File: config.mk
export PLATFORM = sky130hd
export DESIGN_NAME = mem_bus_arbiter
export DESIGN_NICKNAME = d
export VERILOG_FILES = /design/src/rtl/mem_bus_arbiter.sv
export SDC_FILE = /design/constraint.sdc
export NUM_CORES = 1
export LEC_CHECK = 0
export ABC_AREA = 1
export ABC_CLOCK_PERIOD_IN_PS = 2200
export CELL_PAD_IN_SITES_DETAIL_PLACEMENT = 1
export CELL_PAD_IN_SITES_GLOBAL_PLACEMENT = 1
export CORE_MARGIN = 4
export CORE_UTILIZATION = 19
export CTS_CLUSTER_DIAMETER = 80
export CTS_CLUSTER_SIZE = 28
export DETAILED_ROUTE_END_ITERATION = 8
export PLACE_DENSITY_LB_ADDON = 0.1
export SLEW_MARGIN = 20
export SYNTH_ARGS = -nofsm -noshare
export SYNTH_HDL_FRONTEND = slang
export SYNTH_SLANG_ARGS = --single-unit
File: constraint.sdc
create_clock -name clk -period 2.2 [get_ports clk]
set_clock_uncertainty 0.1 [all_clocks]
set_input_delay 0.66 -clock clk [delete_from_list [all_inputs] [get_ports clk]]
set_output_delay 0.66 -clock clk [all_outputs]
set_load 0.1 [all_outputs]
File: src/rtl/mem_bus_arbiter.sv
// Two-requester round-robin arbiter onto a single slave port, with a per-grant
// wait timeout that returns an error response and latches a sticky error record.
module mem_bus_arbiter #(
  parameter int unsigned TIMEOUT_CYCLES = 1024,
  parameter logic [31:0] ERR_RDATA      = 32'hDEADBEEF
) (
  input  logic        clk,
  input  logic        resetn,
  input  logic        m0_valid,
  input  logic        m0_instr,
  input  logic [31:0] m0_addr,
  input  logic [31:0] m0_wdata,
  input  logic [3:0]  m0_wstrb,
  output logic        m0_ready,
  output logic [31:0] m0_rdata,
  input  logic        m1_valid,
  input  logic        m1_instr,
  input  logic [31:0] m1_addr,
  input  logic [31:0] m1_wdata,
  input  logic [3:0]  m1_wstrb,
  output logic        m1_ready,
  output logic [31:0] m1_rdata,
  output logic        s_valid,
  output logic        s_instr,
  output logic [31:0] s_addr,
  output logic [31:0] s_wdata,
  output logic [3:0]  s_wstrb,
  input  logic        s_ready,
  input  logic [31:0] s_rdata,
  input  logic        err_clear,
  output logic        err_flag,
  output logic [31:0] err_addr,
  output logic        err_master
);

  // state    | meaning
  // IDLE     | no grant; arbitrate among valid requesters
  // GRANT0   | requester 0 owns the slave port
  // GRANT1   | requester 1 owns the slave port
  // ERR_RESP | one-cycle error completion to the timed-out owner
  typedef enum logic [1:0] {IDLE, GRANT0, GRANT1, ERR_RESP} state_t;

  localparam logic [15:0] LP_CNT_LAST = 16'(TIMEOUT_CYCLES - 1);

  state_t      r_state;
  state_t      w_next;
  logic        r_last;
  logic        r_owner;
  logic [15:0] r_cnt;
  logic        r_err_flag;
  logic [31:0] r_err_addr;
  logic        r_err_master;

  logic        w_granted;
  logic        w_sel;
  logic        w_mvalid;
  logic [31:0] w_maddr;
  logic        w_done;
  logic        w_timeout;
  logic        w_capture;

  always_comb begin
    w_granted = (r_state == GRANT0) || (r_state == GRANT1);
    w_sel     = (r_state == GRANT1);
    w_mvalid  = w_sel ? m1_valid : m0_valid;
    w_maddr   = w_sel ? m1_addr : m0_addr;
    w_done    = w_granted && w_mvalid && s_ready;
    // A ready in the final wait cycle wins over the timeout.
    w_timeout = w_granted && w_mvalid && !s_ready && (r_cnt == LP_CNT_LAST);
    // A new capture overrides a clear arriving in the same cycle.
    w_capture = w_timeout && (!r_err_flag || err_clear);
  end

  always_ff @(posedge clk or negedge resetn) begin
    if (!resetn) r_state <= IDLE;
    else         r_state <= w_next;
  end

  always_comb begin
    w_next = r_state;
    case (r_state)
      IDLE: begin
        if (m0_valid && m1_valid) w_next = r_last ? GRANT0 : GRANT1;
        else if (m0_valid)        w_next = GRANT0;
        else if (m1_valid)        w_next = GRANT1;
      end
      GRANT0, GRANT1: begin
        if (!w_mvalid || s_ready) w_next = IDLE;
        else if (w_timeout)       w_next = ERR_RESP;
      end
      default: w_next = IDLE;
    endcase
  end

  always_comb begin
    s_valid  = 1'b0;
    s_instr  = 1'b0;
    s_addr   = 32'h0;
    s_wdata  = 32'h0;
    s_wstrb  = 4'b0;
    m0_ready = 1'b0;
    m0_rdata = 32'h0;
    m1_ready = 1'b0;
    m1_rdata = 32'h0;
    case (r_state)
      GRANT0: begin
        s_valid  = m0_valid;
        s_instr  = m0_instr;
        s_addr   = m0_addr;
        s_wdata  = m0_wdata;
        s_wstrb  = m0_wstrb;
        m0_ready = s_ready;
        m0_rdata = s_rdata;
      end
      GRANT1: begin
        s_valid  = m1_valid;
        s_instr  = m1_instr;
        s_addr   = m1_addr;
        s_wdata  = m1_wdata;
        s_wstrb  = m1_wstrb;
        m1_ready = s_ready;
        m1_rdata = s_rdata;
      end
      ERR_RESP: begin
        if (r_owner) begin
          m1_ready = 1'b1;
          m1_rdata = ERR_RDATA;
        end else begin
          m0_ready = 1'b1;
          m0_rdata = ERR_RDATA;
        end
      end
      default: ;
    endcase
  end

  always_ff @(posedge clk or negedge resetn) begin
    if (!resetn) begin
      r_last  <= 1'b1;
      r_owner <= 1'b0;
      r_cnt   <= 16'h0;
    end else begin
      if (w_granted) r_owner <= w_sel;
      if (!w_granted)    r_cnt <= 16'h0;
      else if (!s_ready) r_cnt <= r_cnt + 16'h1;
      if (w_done)                     r_last <= w_sel;
      else if (r_state == ERR_RESP)   r_last <= r_owner;
    end
  end

  always_ff @(posedge clk or negedge resetn) begin
    if (!resetn) begin
      r_err_flag   <= 1'b0;
      r_err_addr   <= 32'h0;
      r_err_master <= 1'b0;
    end else if (w_capture) begin
      r_err_flag   <= 1'b1;
      r_err_addr   <= w_maddr;
      r_err_master <= w_sel;
    end else if (err_clear) begin
      r_err_flag   <= 1'b0;
      r_err_addr   <= 32'h0;
      r_err_master <= 1'b0;
    end
  end

  assign err_flag   = r_err_flag;
  assign err_addr   = r_err_addr;
  assign err_master = r_err_master;

endmodule
; After elaboration in Yosys (flattened, before gate mapping)
; Cells that the tools add are included.
[totals]
reg_bits = 54
latchBits = 0
ram_bits = 0
mem_bits_ro = 0
output_inout_bits = 170
n_memories = 0
[op_classes]
add_sub_neg = 1
mul = 0
div_mod_pow = 0
n_lt_le_gt_ge = 0
n_eq_ne = 7
shift = 0
muxes = 31
bitwise_logic = 0
n_reduce_logical = 17
[op_table]
columns = operator, n
row1 = case mux 32 bit (2 select lines), 4
row2 = 2-to-1 mux 32 bit, 5
row3 = 2-to-1 mux 16 bit, 2
row4 = adder 16 x 1 -> 16 bit (second input constant), 1
row5 = equality test 16 x 10 -> 1 bit (second input constant), 1
row6 = 2-to-1 mux 2 bit, 6
row7 = 2-to-1 mux 1 bit, 8
row8 = case mux 1 bit (2 select lines), 4
row9 = case mux 4 bit (2 select lines), 1
row10 = logical AND 1 bit, 6
row11 = equality test 2 bit (second input constant), 2
row12 = inequality test 4 bit (second input constant), 1
row13 = case mux 2 bit (2 select lines), 1
row14 = nonzero test 2 bit, 2
row15 = zero test 1 bit, 3
row16 = logical OR 1 bit, 3
row17 = inequality test 3 bit (second input constant), 1
row18 = equality test 2 x 1 -> 1 bit (second input constant), 1
row19 = zero test 2 bit, 1
row20 = inequality test 2 bit (second input constant), 1
row21 = AND reduction 2 bit, 1
row22 = OR reduction 2 bit, 1

; Longest topological paths before layout
; Gate-level depths: netlist of run 1.
[logic_depth]
depth_word = 8
depth_mapped = 10
mapped_depth_nobuf = 10

; Least setup slack after synthesis of run 1
; Ideal clock, no wire load.
[synth_timing]
kind = register -> output
startpoint = register r_state[0]
endpoint = output m1_rdata[11]
t_arrival_ns = 3.083
slack_ns = -1.643
stages_incl_launch_ff = 6
cell_sequence = dfrtp_1 > inv_1 > ha_1 > inv_2 > clkbuf_1 > o21ai_0
[synth_between]
elab_chain_cells = 2
[synth_rtl]
columns = item, line
row1 = "start, declared", 45  ; state_t r_state;
row2 = "start signal, assigned", 76  ; else r_state <= w_next;
row3 = equality test 2 bit, -
row4 = net w_sel, 55  ; logic w_sel;
row5 = case mux 32 bit (2 select lines), 105  ; case (r_state)
row6 = "end, declared", 22  ; output logic [31:0] m1_rdata,
; The timed path passes the listed nets, and every way through them passes these cells.

; Final worst setup path of run 1
[layout_timing]
startpoint = register r_state[1]
endpoint = output s_wdata[17]
[layout_between]
elab_chain_cells = 2
[layout_rtl]
columns = item, line
row1 = equality test 2 bit / equality test 2 x 1 -> 1 bit (equally long branches), 105
row2 = case mux 32 bit (2 select lines) (*), 105
row3 = "end, declared", 26  ; output logic [31:0] s_wdata,
; Mark *: on every way between the ends. The rest lies on a longest branch, timed or not.

==> flow_summary.ini, run 1 <==
[die]
pin_count = 346
die_area_um2 = 25500
die_height_um = 160
core_um2 = 22600
num_rows = 55
start_util_pct = 19.3
die_width_um = 160

[routing]
dr.pass1.iters = 4
dr_total_vias = 6878
detail_route.vias_per_cell = 4.80
drtIter0Drc = 279
routed_wl_um = 32700
ant_nets = 0
routedWlPerCell_um = 22.8
drc = 0

[power_and_ir_drop]
p_per_area_nw_per_um2 = 1530
power_mw = 20.9
p_leak_nw = 5.68
ir_drop_uv = 726

[synthesis]
ys_seq_area_share_pct = 30.9
ys_seq_elements = 54
synth_area_um2 = 4370
netlist.area_leader.share_pct = 30.3
synth.area.top_cells = dfrtp_1, nand2_1, o21ai_0
syn_avg_cell_area_um2 = 6.12
synth_warnings = 0
synthArstFlopShare_pct = 100
synth-edff-count = 0
syn_inst = 714
synth_flop_cell = dfrtp_1
synth_nets = 895
yosysUniqueCellTypes = 26
synth_top_area_cell = dfrtp_1

[status]
status = finished, violations left
violations = negative setup slack

[clocking]
clkSinkCount = 54
root_buffer = clkbuf_16
cts_buffers = 5
clock_latency_ns = 0.29
clock_path_buffers = 2
cts.clk_slew.worst_paths_ns = 0.07
cts_tree = built
h-tree-depth = 2

[critical_path]
end_kind = output pin
critPathMaxFanout = 7
critPathLaunchType = flip-flop
cp.required_ns = 1.44
crit_type = reg2out
arrival_ns = 1.92

[timing]
timing.final.crit_share_pct = 122
setup_viol = 169
layout_setup_ws_ns = -0.484
rsz0062_at_grt = true
slew_violations = 0
hold_viol = 0
fmax_mhz = 373
worst_pin_slew_ns = 0.589
max_slew_margin_pct = 60.8
finalCriticalPeriod_ns = 2.68

[place]
port_buffers = 345
dpl.cell_count = 1362
place_ws_ns = -0.221
hpwl_um = 22200
gp_congestion = 0.794

[grt]
antenna_found_initial = 3
track_usage_pct = 23.2
overflow = 0
grt_pass1_vias = 7210
grt_max_degree = 35
grt_first_pass_wirelength_um = 46300

[final_layout]
drive_above_1_share_pct = 45.3
finalNetCount = 1325
area_delta_synth_final_pct = 212
fin_cells = 1432
num-fill-cells = 2332

[hold_path]
hold_path_class = in2async

[flow_run]
maxCapViolCount = 0
[layout make-up]
| class | instances | area, µm² | area share, % |
|---|---|---|---|
| Antenna cell | 2 | 5.00 | 0.0367 |
| Clock buffer | 7 | 133 | 0.971 |
| Clock inverter | 1 | 7.51 | 0.0550 |
| Inverter | 106 | 488 | 3.57 |
| Multi-Input combinational cell | 502 | 4140 | 30.3 |
| Sequential cell | 54 | 1350 | 9.92 |
| Tap cell | 285 | 357 | 2.61 |
| Timing Repair Buffer | 473 | 7140 | 52.3 |
| Timing Repair inverter | 2 | 22.5 | 0.165 |
[report_power, final]
part	leakage, nW	total, mW	internal [mW]	switching (mW)
Clock	0.0641	0.798	0.425	0.373
Sequential	0.745	1.08	1.05	0.0372
Combinational	4.87	19.1	7.45	11.6
[timing repair]
action                     CTS  global route
gates resized for setup     81            59
setup endpoints to repair  143           171
gates cloned                20             8
pin swaps                   17            46
buffers inserted            23            14
hold buffers                 0             0
[state kept, by name (all words and copies together), names as in the netlist]
signal      count
err_addr       32
r_cnt          16
err_master      1
r_state         2
r_last          1
err_flag        1
r_owner         1
[stage by stage]
stage               hold WS, ns  setup TNS [ns]  instance area (µm²)  util (%)
floorplan                 0.264          -27.57                 6130         -
global placement          0.374          -20.29                11900      52.8
detailed placement        0.381          -23.21                11900      52.8
CTS                       0.276          -50.98                13200      58.3
global route              0.284          -66.86                13700      60.3
finish                    0.258          -54.34                13700      60.3
[synth_stat cells (2+ instances only)]
master	number
a21oi_1	46
o21ai_0	92
clkbuf_1	33
nand3_1	44
nor3_1	4
nand2_1	210
buf_2	7
o31ai_1	2
buf_6	3
ha_1	5
buf_1	6
inv_2	5
dfrtp_1	53
inv_1	100
buf_4	3
nor2_1	26
nand4_1	34
o22ai_1	33
[worst paths after layout]
| path | slack, ns | to | startpoint | depth (start not counted) |
|---|---|---|---|---|
| min in group clk | 0.39 | r_cnt[8]$_DFFE_PN0P_ | r_cnt[8]$_DFFE_PN0P_ | 1 |
| worst max-delay path | -0.48 | s_wdata[17] | r_state[1]$_DFFE_PN0P_ | 6 |
| worst min register to register | 0.39 | r_cnt[8]$_DFFE_PN0P_ | r_cnt[8]$_DFFE_PN0P_ | 1 |
| worst max register to register | -0.10 | err_master$_DFFE_PN0P_ | r_state[1]$_DFFE_PN0P_ | 13 |
| worst min-delay path | 0.26 | err_addr[5]$_DFFE_PN0P_ | resetn | 1 |
| max in group asynchronous | 1.14 | r_last$_DFFE_PN1P_ | resetn | 2 |
[cells in the final DEF, fill, tap and decap left out, types with 7 or more instances in the layout]
| master | netlist | final |
|---|---|---|
| buf_6 | 3 | 16 |
| nand3_1 | 44 | 37 |
| o21ai_4 | 0 | 50 |
| clkdlybuf4s50_1 | 0 | 174 |
| buf_4 | 3 | 49 |
| buf_16 | 0 | 20 |
| nand3_2 | 0 | 7 |
| nand2_4 | 0 | 21 |
| a21oi_4 | 0 | 38 |
| inv_1 | 100 | 81 |
| o22ai_4 | 0 | 32 |
| buf_12 | 0 | 201 |
| o21ai_0 | 92 | 42 |
| dfrtp_1 | 53 | 52 |
| nand4_1 | 34 | 34 |
| clkinvlp_4 | 0 | 17 |
| nand2_1 | 210 | 159 |
| nor2_1 | 26 | 26 |
| a21oi_1 | 46 | 8 |
| nand2_2 | 1 | 30 |
| clkbuf_16 | 0 | 11 |
[layer usage]
metal	global-route usage, %	share of wire [%]	vias up
met1	25.5	36	3344
met5	0	0.021	-
met3	7.59	8.3	44
li1	-	-	3214
met4	5.56	2.9	2
met2	43.1	53	274
[critical path, cell delays in order, from the launching register on]
cell	delay [ns]
dfrtp_1	0.41
inv_2	0.13
ha_4	0.26
bufbuf_16	0.29
nand2_1	0.10
a21oi_4	0.23
buf_12	0.20
[cells by family (layout without fill, tap and decap cells)]
kind of cell | count (synthesis) | count (layout) | synth area share (%)
compound gates | 175 | 175 | 21.2
flops | 54 | 54 | 30.9
fa+ha+maj | 5 | 5 | 1.43
other cells | 0 | 2 | 0
simple gates | 322 | 322 | 31.9
buf+inv | 158 | 589 | 14.5
No activity file was read; power rests on OpenSTA's default activity.
==> inputs of run 2 (changes only) <==
--- a/config.mk
+++ b/config.mk
@@ -14,6 +14,7 @@
 export CTS_CLUSTER_DIAMETER = 80
 export CTS_CLUSTER_SIZE = 28
 export DETAILED_ROUTE_END_ITERATION = 8
+export HOLD_SLACK_MARGIN = 0.03
 export PLACE_DENSITY_LB_ADDON = 0.1
 export SLEW_MARGIN = 20
 export SYNTH_ARGS = -nofsm -noshare
==> results of run 2 <==
No change in the layout: final DEF, timing and power equal those of run 1.
==> inputs of run 3 (changes only) <==
--- a/config.mk
+++ b/config.mk
@@ -15,6 +15,7 @@
 export CTS_CLUSTER_SIZE = 28
 export DETAILED_ROUTE_END_ITERATION = 8
 export HOLD_SLACK_MARGIN = 0.03
+export MAX_ROUTING_LAYER = met4
 export PLACE_DENSITY_LB_ADDON = 0.1
 export SLEW_MARGIN = 20
 export SYNTH_ARGS = -nofsm -noshare
==> run 3 against run 2 <==
- the run still ends with negative setup slack left
- register-to-register slack worse by 0.04 ns
- sequential power hardly changed
- non-clock buffer count stayed put
- flip-flop and latch count stayed put
- wire length is 1.2% lower
- power is 0.32% higher
- clock power hardly changed
- worst hold slack worse by 0.0061 ns
- utilization is 0.11 points higher
- largest power group unchanged
==> flow_summary.ini, run 3 (synthesis results as in run 1) <==
[final_layout]
register_area_um2 = 1350
fin_cells = 1432
num-fill-cells = 2334
final_cell_mix = buf_12, clkdlybuf4s50_1, nand2_1
drive_above_1_share_pct = 45.5
area_delta_synth_final_pct = 213
largest_reg_flops = 32
fin_util_pct = 60.4
multi_input_area_um2 = 4170
finalNetCount = 1325
final_common_cell = buf_12

[routing]
detail_route.vias_per_cell = 4.79
routed_wl_um = 32300
drc = 0
dr.pass1.iters = 4
routedWlPerCell_um = 22.6
ant_nets = 0
drtIter0Drc = 224
dr_total_vias = 6860

[critical_path]
arrival_ns = 1.90
reg2reg_to = err_addr[25]$_DFFE_PN0P_
path_cells = inv_2 > ha_4 > buf_12 > inv_12 > buf_16 > o22ai_4 > buf_12
critPathMaxFanout = 10
crit_path_frequent_cell = buf_12
end_kind = output pin
critPathBufInv = 5
r2r_slack_ns = -0.14
slowest_delay_ns = 0.41
crit_family = buffers and inverters
cp.required_ns = 1.44
crit_type = reg2out
slowest_stage = dfrtp_1
critPathLaunchType = flip-flop
r2r-start = r_state[1]$_DFFE_PN0P_
r2r_cells = 13

[die]
start_util_pct = 19.3
pin_count = 346
die_area_um2 = 25500
core_um2 = 22600
num_rows = 55
die_height_um = 160
die_width_um = 160

[timing]
hold_viol = 0
max_slew_margin_pct = 61.1
worst_pin_slew_ns = 0.584
rsz0062_at_grt = true
finalCriticalPeriod_ns = 2.66
slew_violations = 0
setup_viol = 170
fmax_mhz = 375
layout_setup_ws_ns = -0.464
timing.final.crit_share_pct = 121

[grt]
track_usage_pct = 23.9
grt_pass1_vias = 7210
overflow = 0
grt_max_degree = 35
antenna_found_initial = 2
grt_first_pass_wirelength_um = 46300

[power_and_ir_drop]
p_switching_mw = 12.0
ir_drop_uv = 731
clockPowerShare_pct = 3.8
swShare_pct = 57.2
p_leak_nw = 5.73
power_mw = 21.0
p_per_area_nw_per_um2 = 1540
internal_power_mw = 8.99
pwr-share-seq_pct = 5.2
comb_power_share_pct = 91.0

[place]
port_buffers = 345
gp_congestion = 0.805
hpwl_um = 22200
dpl.cell_count = 1362

[clocking]
clock_latency_ns = 0.30
h-tree-depth = 2
cts_buffers = 5
cts.clk_slew.worst_paths_ns = 0.08
cts_tree = built
clkSinkCount = 54
hold_buffers = 0
root_buffer = clkbuf_16
clock_path_buffers = 2

[flow_run]
maxCapViolCount = 0

[hold_path]
hold_path_class = in2async

[status]
status = finished, violations left
violations = negative setup slack
-- run 3: changes by cell type in the layout (fill, tap and decap cells not counted) --
cell	previous run	this run
nand3_2	7	3
nand2_4	21	27
nand3_1	37	41
nand2_1	159	153
clkbuf_16	11	12
buf_4	49	50
buf_16	20	21
buf_12	201	198
-- run 3: worst register-to-register path, delay by kind of cell (launching register included) --
kind	cells	cell delay [ns]
adders and majority gates	1	0.35
buffers and inverters	7	0.81
DFF	1	0.41
and+or+nand+nor	5	0.55
-- run 3: timing repair --
item	4_1_cts	5_1_grt
setup buffers	23	13
setup endpoints to repair	143	172
gates resized for setup	81	68
gates cloned	20	9
pin swaps	17	52
-- run 3: routing by layer --
metal / share of wire, % / up-vias / global-route usage, %
met4: 2.0 / 0 / 5.44
met3: 7.2 / 25 / 7.41
li1: - / 3218 / -
met1: 37 / 3371 / 25.8
met2: 54 / 246 / 43.1
met5: 0 / - / -
-- run 3: worst max path at each step --
stage,cells after the start,endpoint,start
final,7,s_addr[29],r_state[1]$_DFFE_PN0P_
after detailed placement,4,s_addr[4],m1_addr[4]
after floorplan,6,s_wdata[10],r_state[0]$_DFFE_PN0P_
after global routing,7,s_addr[29],r_state[1]$_DFFE_PN0P_
after global placement,4,s_addr[29],m1_addr[29]
after CTS,6,s_addr[29],r_state[0]$_DFFE_PN0P_
-- run 3: layout make-up --
cell class / count / share of cell area, %
clock buffer: 7 / 0.970
inverter: 106 / 3.57
multi-input combinational: 502 / 30.5
tap: 285 / 2.61
antenna: 2 / 0.0366
sequential: 54 / 9.90
timing repair inverter: 2 / 0.165
clock inverter: 1 / 0.0549
timing repair buffer: 473 / 52.2
-- run 3: stage by stage --
stage | TNS, ns | setup slack [ns] | cell area, µm² | hold WS (ns)
after floorplan | -27.57 | -0.270 | 6130 | 0.264
final | -57.29 | -0.464 | 13700 | 0.252
after CTS | -50.98 | -0.423 | 13200 | 0.276
after global placement | -20.29 | -0.200 | 11900 | 0.374
after detailed placement | -23.21 | -0.221 | 11900 | 0.381
after global routing | -67.04 | -0.515 | 13700 | 0.286
-- run 3: power by group through the flow --
stage	Clock (mW)	Sequential [mW]	Combinational [mW]
after global routing	0.867	1.09	19.7
final	0.800	1.09	19.1
after detailed placement	0	1.10	16.2
after floorplan	0	1.09	10.6
after CTS	0.829	1.08	18.2
after global placement	0	1.10	16.1
